===== config.mk =====
export PLATFORM = sky130hd
export DESIGN_NAME = down_count_timer
export DESIGN_NICKNAME = d
export VERILOG_FILES = /design/src/rtl/down_count_timer.sv
export SDC_FILE = /design/constraint.sdc
export NUM_CORES = 1
export LEC_CHECK = 0
export CORE_UTILIZATION = 45
export CTS_CLUSTER_SIZE = 40
export DETAILED_ROUTE_END_ITERATION = 10
export GPL_ROUTABILITY_DRIVEN = 1
export PLACE_DENSITY = 0.86
export SLEW_MARGIN = 40
export SYNTH_ARGS = -nofsm -noshare
export SYNTH_HDL_FRONTEND = slang
export SYNTH_SLANG_ARGS = --single-unit

===== constraint.sdc =====
create_clock -name clk -period 1.8 [get_ports clk]
set_clock_uncertainty 0.05 [all_clocks]
set_input_delay 0.27 -clock clk [delete_from_list [all_inputs] [get_ports clk]]
set_output_delay 0.27 -clock clk [all_outputs]
set_load 0.005 [all_outputs]

===== src/rtl/down_count_timer.sv =====
// ============================================================================
// down_count_timer
// ----------------------------------------------------------------------------
// Loadable synchronous down counter / one-shot timer.
//
// A start value is loaded through a valid/ready handshake. A start command
// then begins counting down towards zero on every cycle where en is high.
// Reaching zero produces a one-cycle tc pulse and sets the sticky done flag.
// With AUTO_RELOAD=1 the counter reloads from the stored value on the
// terminal cycle and keeps running, which makes it a periodic tick generator.
//
// Parameters:
//   WIDTH        counter / load value width in bits
//   AUTO_RELOAD  0 = one-shot (stop at zero), 1 = periodic reload
//
// Ports:
//   clk         in   rising-edge clock
//   reset       in   asynchronous reset, active low
//   load_valid  in   load request, load_value valid this cycle
//   load_value  in   start / reload value
//   load_ready  out  load accepted this cycle when high (state != RUN)
//   start       in   single-cycle begin / resume command
//   stop        in   single-cycle pause command
//   en          in   count enable
//   q           out  current count (registered)
//   busy        out  high while counting (state == RUN)
//   tc          out  terminal-count pulse, one cycle wide (registered)
//   done        out  sticky one-shot completion flag
// ============================================================================
module down_count_timer #(
    parameter int WIDTH       = 4,
    parameter int AUTO_RELOAD = 0
) (
    input  logic             clk,
    input  logic             reset,
    input  logic             load_valid,
    input  logic [WIDTH-1:0] load_value,
    output logic             load_ready,
    input  logic             start,
    input  logic             stop,
    input  logic             en,
    output logic [WIDTH-1:0] q,
    output logic             busy,
    output logic             tc,
    output logic             done
);

    typedef enum logic [1:0] {
        ST_IDLE = 2'd0,
        ST_RUN  = 2'd1,
        ST_DONE = 2'd2
    } state_t;

    localparam logic [WIDTH-1:0] ZERO = '0;
    localparam logic [WIDTH-1:0] ONE  = {{(WIDTH-1){1'b0}}, 1'b1};

    state_t           r_state;
    state_t           w_state_next;
    logic [WIDTH-1:0] r_q;
    logic [WIDTH-1:0] w_q_next;
    logic [WIDTH-1:0] r_reload;
    logic [WIDTH-1:0] w_reload_next;
    logic             r_tc;
    logic             w_tc_next;
    logic             r_done;
    logic             w_done_next;

    logic             w_load_ready;
    logic             w_load_accept;

    assign w_load_ready  = (r_state != ST_RUN);
    assign w_load_accept = load_valid && w_load_ready;

    // ------------------------------------------------------------------
    // State register
    // ------------------------------------------------------------------
    always_ff @(posedge clk or negedge reset) begin
        if (!reset) begin
            r_state  <= ST_IDLE;
            r_q      <= ZERO;
            r_reload <= ZERO;
            r_tc     <= 1'b0;
            r_done   <= 1'b0;
        end else begin
            r_state  <= w_state_next;
            r_q      <= w_q_next;
            r_reload <= w_reload_next;
            r_tc     <= w_tc_next;
            r_done   <= w_done_next;
        end
    end

    // ------------------------------------------------------------------
    // Next-state logic
    // ------------------------------------------------------------------
    always_comb begin
        w_state_next  = r_state;
        w_q_next      = r_q;
        w_reload_next = r_reload;
        w_tc_next     = 1'b0;      // tc is a pulse: low unless set below
        w_done_next   = r_done;

        case (r_state)
            ST_IDLE: begin
                // load > stop > start; a simultaneous stop masks start
                if (w_load_accept) begin
                    w_q_next      = load_value;
                    w_reload_next = load_value;
                    w_done_next   = 1'b0;
                end else if (stop) begin
                    // pause is a no-op while already idle
                end else if (start) begin
                    if (r_q != ZERO) begin
                        w_state_next = ST_RUN;
                    end else begin
                        // zero-length timeout: complete immediately
                        w_state_next = ST_DONE;
                        w_tc_next    = 1'b1;
                        w_done_next  = 1'b1;
                    end
                end
            end

            ST_RUN: begin
                // stop wins over a decrement, even the terminal one
                if (stop) begin
                    w_state_next = ST_IDLE;
                end else if (en) begin
                    if (r_q > ONE) begin
                        w_q_next = r_q - ONE;
                    end else if (r_q == ONE) begin
                        w_tc_next = 1'b1;
                        if (AUTO_RELOAD != 0) begin
                            w_q_next = r_reload;
                        end else begin
                            w_q_next     = ZERO;
                            w_done_next  = 1'b1;
                            w_state_next = ST_DONE;
                        end
                    end
                    // q==0 cannot occur in RUN; hold rather than wrap
                end
            end

            ST_DONE: begin
                if (w_load_accept) begin
                    w_q_next      = load_value;
                    w_reload_next = load_value;
                    w_done_next   = 1'b0;
                    w_state_next  = ST_IDLE;
                end else if (start && (r_reload != ZERO)) begin
                    w_q_next     = r_reload;
                    w_done_next  = 1'b0;
                    w_state_next = ST_RUN;
                end
                // start with an empty reload value leaves DONE untouched
            end

            default: begin
                w_state_next = ST_IDLE;
            end
        endcase
    end

    // ------------------------------------------------------------------
    // Outputs
    // ------------------------------------------------------------------
    assign load_ready = w_load_ready;
    assign busy       = (r_state == ST_RUN);
    assign q          = r_q;
    assign tc         = r_tc;
    assign done       = r_done;

endmodule


Yosys cells after proc, flatten, opt, wreduce, memory -nomap -nowiden
Index checks and enable logic that the tools add are counted.
Word-level totals
  flip-flop bits (word level): 12
  output and inout bits: 8
  word-level logic and storage cells: 77
Cells by class
  add/sub/neg operators: 1
  magnitude comparators: 1
  equality and inequality tests: 20
  multiplexer cells: 39
  reduce and logical (&&, ||, !) cells: 11
Operators with widths (count)
  4-bit two-way mux: 7
  2-bit two-way mux: 10
  1-bit two-way mux: 18
  3-bit != test (second input constant): 6
  2-bit != test (second input constant): 7
  4-bit one-hot mux with 3 select lines: 1
  9-bit AND reduction: 1
  4-bit nonzero test: 2
  7-bit AND reduction: 1
  2-bit one-hot mux with 3 select lines: 1
  6-bit AND reduction: 1
  4-bit by 1-bit equality test with 1-bit output (second input constant): 1
  4-bit by 1-bit > comparator with 1-bit output (second input constant): 1
  2-bit by 1-bit != test with 1-bit output (second input constant): 2
  4-bit by 1-bit subtractor with 4-bit output (second input constant): 1
  3-bit by 1-bit != test with 1-bit output (second input constant): 1
  3-bit by 2-bit != test with 1-bit output (second input constant): 1
  1-bit one-hot mux with 3 select lines: 1
  3-bit nonzero test: 1
  2-bit by 1-bit equality test with 1-bit output (second input constant): 1
  2-bit equality test (second input constant): 1
  1-bit logical AND: 2
  2-bit zero test: 1
  1-bit one-hot mux with 2 select lines: 1
  other kinds (2): 2

Logic depth before layout (Yosys ltp)
  depth after elaboration: 6
  mapped depth: 8
  mapped depth without buffers: 7

Worst setup path before layout
Ideal clock, no wire load.
  path type: reg-to-reg
  from: register r_state[1]
  to: register r_state[0]
  setup time: 0.125 ns
  data arrival time: 1.540 ns
  required time: 1.625 ns
  path slack: 0.085 ns
  stages on the path, launching flop included: 8
  buffers on the path: 1
  period minus slack after synthesis: 1.715 ns
  cell sequence: dfrtp_1 inv_1 ha_1 clkbuf_2 nand2b_4 nand3_1 nand3_1 mux2_2
On the way
  elaborated cells between the ends (all ways): 15
  classes of those cells: 10 x eq/ne; 2 x mux; 3 x reduce/logical
RTL lines
  from (decl): line 57  | state_t r_state;
  from (signal assigned): line 85  | r_state <= w_state_next;
  2-bit by 1-bit equality test with 1-bit output *
  via busy: line 43  | output logic busy,
  3-bit by 2-bit != test with 1-bit output (no line) / 3-bit != test (equally long branches)
  7-bit AND reduction (no line)
The timed path passes the listed nets; every way through them passes the cells marked *.
A chain may end at the register's enable or synchronous reset.

Final worst setup path
  from: register r_state[0]
  to: register r_done, in the netlist done
On the way
  word-level cells in the longest chain between the ends: 4
  elaborated cells between the ends (all ways): 18
  classes of those cells: 11 x eq/ne; 3 x mux; 4 x reduce/logical
Ends and longest elaborated chain
  2-bit by 1-bit != test with 1-bit output: line 71  | assign w_load_ready = (r_state != ST_RUN);
  1-bit logical AND: line 72  | assign w_load_accept = load_valid && w_load_ready;
  3-bit != test (no line) (tied with other cells)
  9-bit AND reduction (no line) / 1-bit one-hot mux with 3 select lines (equally long branches)
  to (signal assigned): line 89  | r_done <= w_done_next;
  to (decl): line 65  | logic r_done;
Parallel ways exist; a longest one is shown, timed or not.

==> summary.md <==
| Metric | Value |
|---|---|
| FP Rows | 15 |
| Max Used Layer | met4 |
| Number of global-route vias before repair | 811 |
| DP HPWL | 1600 um |
| Slew @ Worst Pin | 0.568 ns |
| DRC viols | 0 |
| Routed length on met3 | 117 um |
| Syn avg cell area | 8.46 sq um |
| Area leader, netlist | dfrtp_1 |
| Antenna violations before repair | 0 |
| Post-route ant nets | 0 |
| FILL cells | 137 |
| Worst path top cell family by delay | flip-flops |
| # diodes | 0 |
| Power Total | 2.31 mW |
| CTS hold repair buffers | 0 |
| Num ports | 18 |
| Gate count of the mapped netlist | 106 |
| Final worst slack | 0.0354 ns |
| Routability Congestion | 0.973 |
| Min-delay worst type | in2async |
| CTS H-tree lvls | 1 |
| Slew margin rel. | 62.0% |
| NumNets Final | 155 |
| Routed via count | 937 |
| Peak Freq | 567 MHz |
| GRT Total Usage | 22.8% |
| Post-synth top area share | 33.5% |
| GR Overflow Total | 0 |
| Setup CP Type | reg2reg |
| Met2 wire length | 1110 um |
| RSZ-0062 raised after global routing | no |
| Post-synth cell types | 31 |
| Final core occ | 70.6% |
| Core Region | 0.00180 sq mm |
| CP max stage cell | dfrtp_2 |
| Ranking of synthesized cells by area | dfrtp_1 (33%), ha_1 (9.8%), mux2_2 (7.5%) |
| Initial drt markers | 32 |
| Clk Latency, worst-skew pair | 0.28 ns |
| Hold Fails Final Rpt | 0 |
| Setup violations, final | 0 |
| Share of cells above drive strength 1 | 27.9% |
| Tcrit/Tclk final | 98.0% |
| Max Cap Viol | 0 |
| Die W | 46.7 um |
| Sequential fraction of the synthesis area | 33.5% |
| Starting Density | 49.8% |
| LEAKAGE | 0.526 nW |
| Clock transition at the registers of the reported paths | 0.08 ns |
| WP data required | 1.91 ns |
| Critical path endpoint category | flip-flop |
| Number of flops mapped to enable cells by yosys | 0 |
| Final Max Slew Viols | 0 |
| Met1 wire length | 1030 um |
| Worst slack, placed | -0.0380 ns |
| #FFs+latches synth | 12 |
| Syn_nets | 123 |
| Post-route minimum period | 1.76 ns |
| CP max stage delay | 0.45 ns |
| CTS root buffer | clkbuf_4 |
| Top cells by count, synth | nor2_1 (13), dfrtp_1 (12), nand2_1 (10) |
| Die ar. | 0.00218 sq mm |
| Worst EP arrival | 1.88 ns |
| Crit path cell chain | buf_6 > ha_1 > buf_4 > a32oi_1 > nand4_1 > mux2_1 |
| Post-synth top flop | dfrtp_1 |
| Yosys warns | 0 |
| Clk sinks | 12 |
| Setup crit start kind | flip-flop |
| Cell area after synthesis | 897 sq um |
| IO Port Bufs | 17 |
| Die Ht | 46.7 um |
| CP max FO | 7 |
| Most common cell in the synthesized netlist | nor2_1 |
| Area growth syn-to-layout | 41.7% |
| Async SR Flop Fraction | 100% |
| CP bufs+invs | 2 |
| Outcome | completed |
| First-pass GRT wire length | 3500 um |
| Routed WL per cell | 14.3 um |
| Vias/cell | 5.82 |
| Setup TNS | 0 ns |
| Peak VDD IR | 1.07 mV |
| TritonCTS clock tree | yes |
| WL final | 2310 um |
| Clk buf depth | 2 |
| CTS Buf Count | 3 |
| Router iterations before antenna repair | 4 |
| Largest net degree at the start of global routing | 13 |
| Pwr/cell area | 1820 mW/mm^2 |
sequential cells by signal, summed over array words and instances, names as in the netlist:
signal,count
done,1
q,4
r_reload,4
r_state,2
tc,1
path summary, 6_finish.rpt:
check,startpoint,endpoint,slack [ns],cells past startpoint
min,reset,done,0.30,1
max reg2reg,r_state[0],done,0.04,6
max in group asynchronous,reset,r_state[0],0.99,1
min reg2reg,done,done,0.46,1
max,r_state[0],done,0.04,6
min in group clk,done,done,0.46,1
report_power, final:
group          total [mW]  internal, mW  switching [mW]
clock network       0.169        0.0775          0.0916
logic                1.61         0.826           0.781
registers           0.534         0.401           0.133
total                2.31          1.31            1.01
area by class of cell:
cell class                      count  area [sq um]  share of cell area (%)
Tap cell                           25          31.3                    2.46
Clock buffer                        3          22.5                    1.77
Sequential cell                    12           302                    23.7
Multi-Input combinational cell     84           624                    49.1
Timing Repair Buffer               29           262                    20.6
Inverter                            8          30.0                    2.36
stage by stage:
stage          cells  cell area (sq um)  hold slack [ns]
2_1_floorplan    106                897          -0.0756
3_3_place_gp     153               1140            0.431
3_5_place_dp     153               1140            0.441
4_1_cts          157               1180            0.321
5_1_grt          161               1270            0.358
6_report         161               1270            0.304
kinds of logic after synthesis:
| group | synth area share (%) |
|---|---|
| buffers and inverters | 4.32 |
| multiplexers | 8.79 |
| AND/OR/NAND/NOR | 23.0 |
| flip-flops | 33.5 |
| adder cells (fa/ha/maj) | 9.76 |
| AO/OA/AOI/OAI | 20.6 |
metal layers:
metal  track usage [%]  vias to the layer above
met3              5.10                        8
met1              28.7                      450
met5                 0                        -
li1                  -                      440
met4              9.14                        0
met2              37.2                       39
placed cells by master (no fill, tap or decap), types with 2 or more instances in the layout:
cell / n
a21oi_1: 7
a21oi_2: 2
buf_4: 11
clkbuf_4: 3
clkdlybuf4s50_1: 15
dfrtp_1: 11
dlygate4sd2_1: 2
ha_1: 3
ha_2: 2
ha_4: 2
inv_1: 6
inv_2: 2
mux2_2: 6
nand2_1: 10
nand2b_1: 3
nand3_1: 3
nor2_1: 12
nor3_1: 2
o21ai_0: 6
o21ai_1: 3
o22ai_1: 4
timing repair:
action	CTS	global route
endpoints found under the hold margin	0	0
gates cloned	0	0
buffers inserted	1	4
pin swaps	0	3
endpoints found under the setup margin	2	11
resized for setup	6	14
Power figures use the tool's default switching activity.
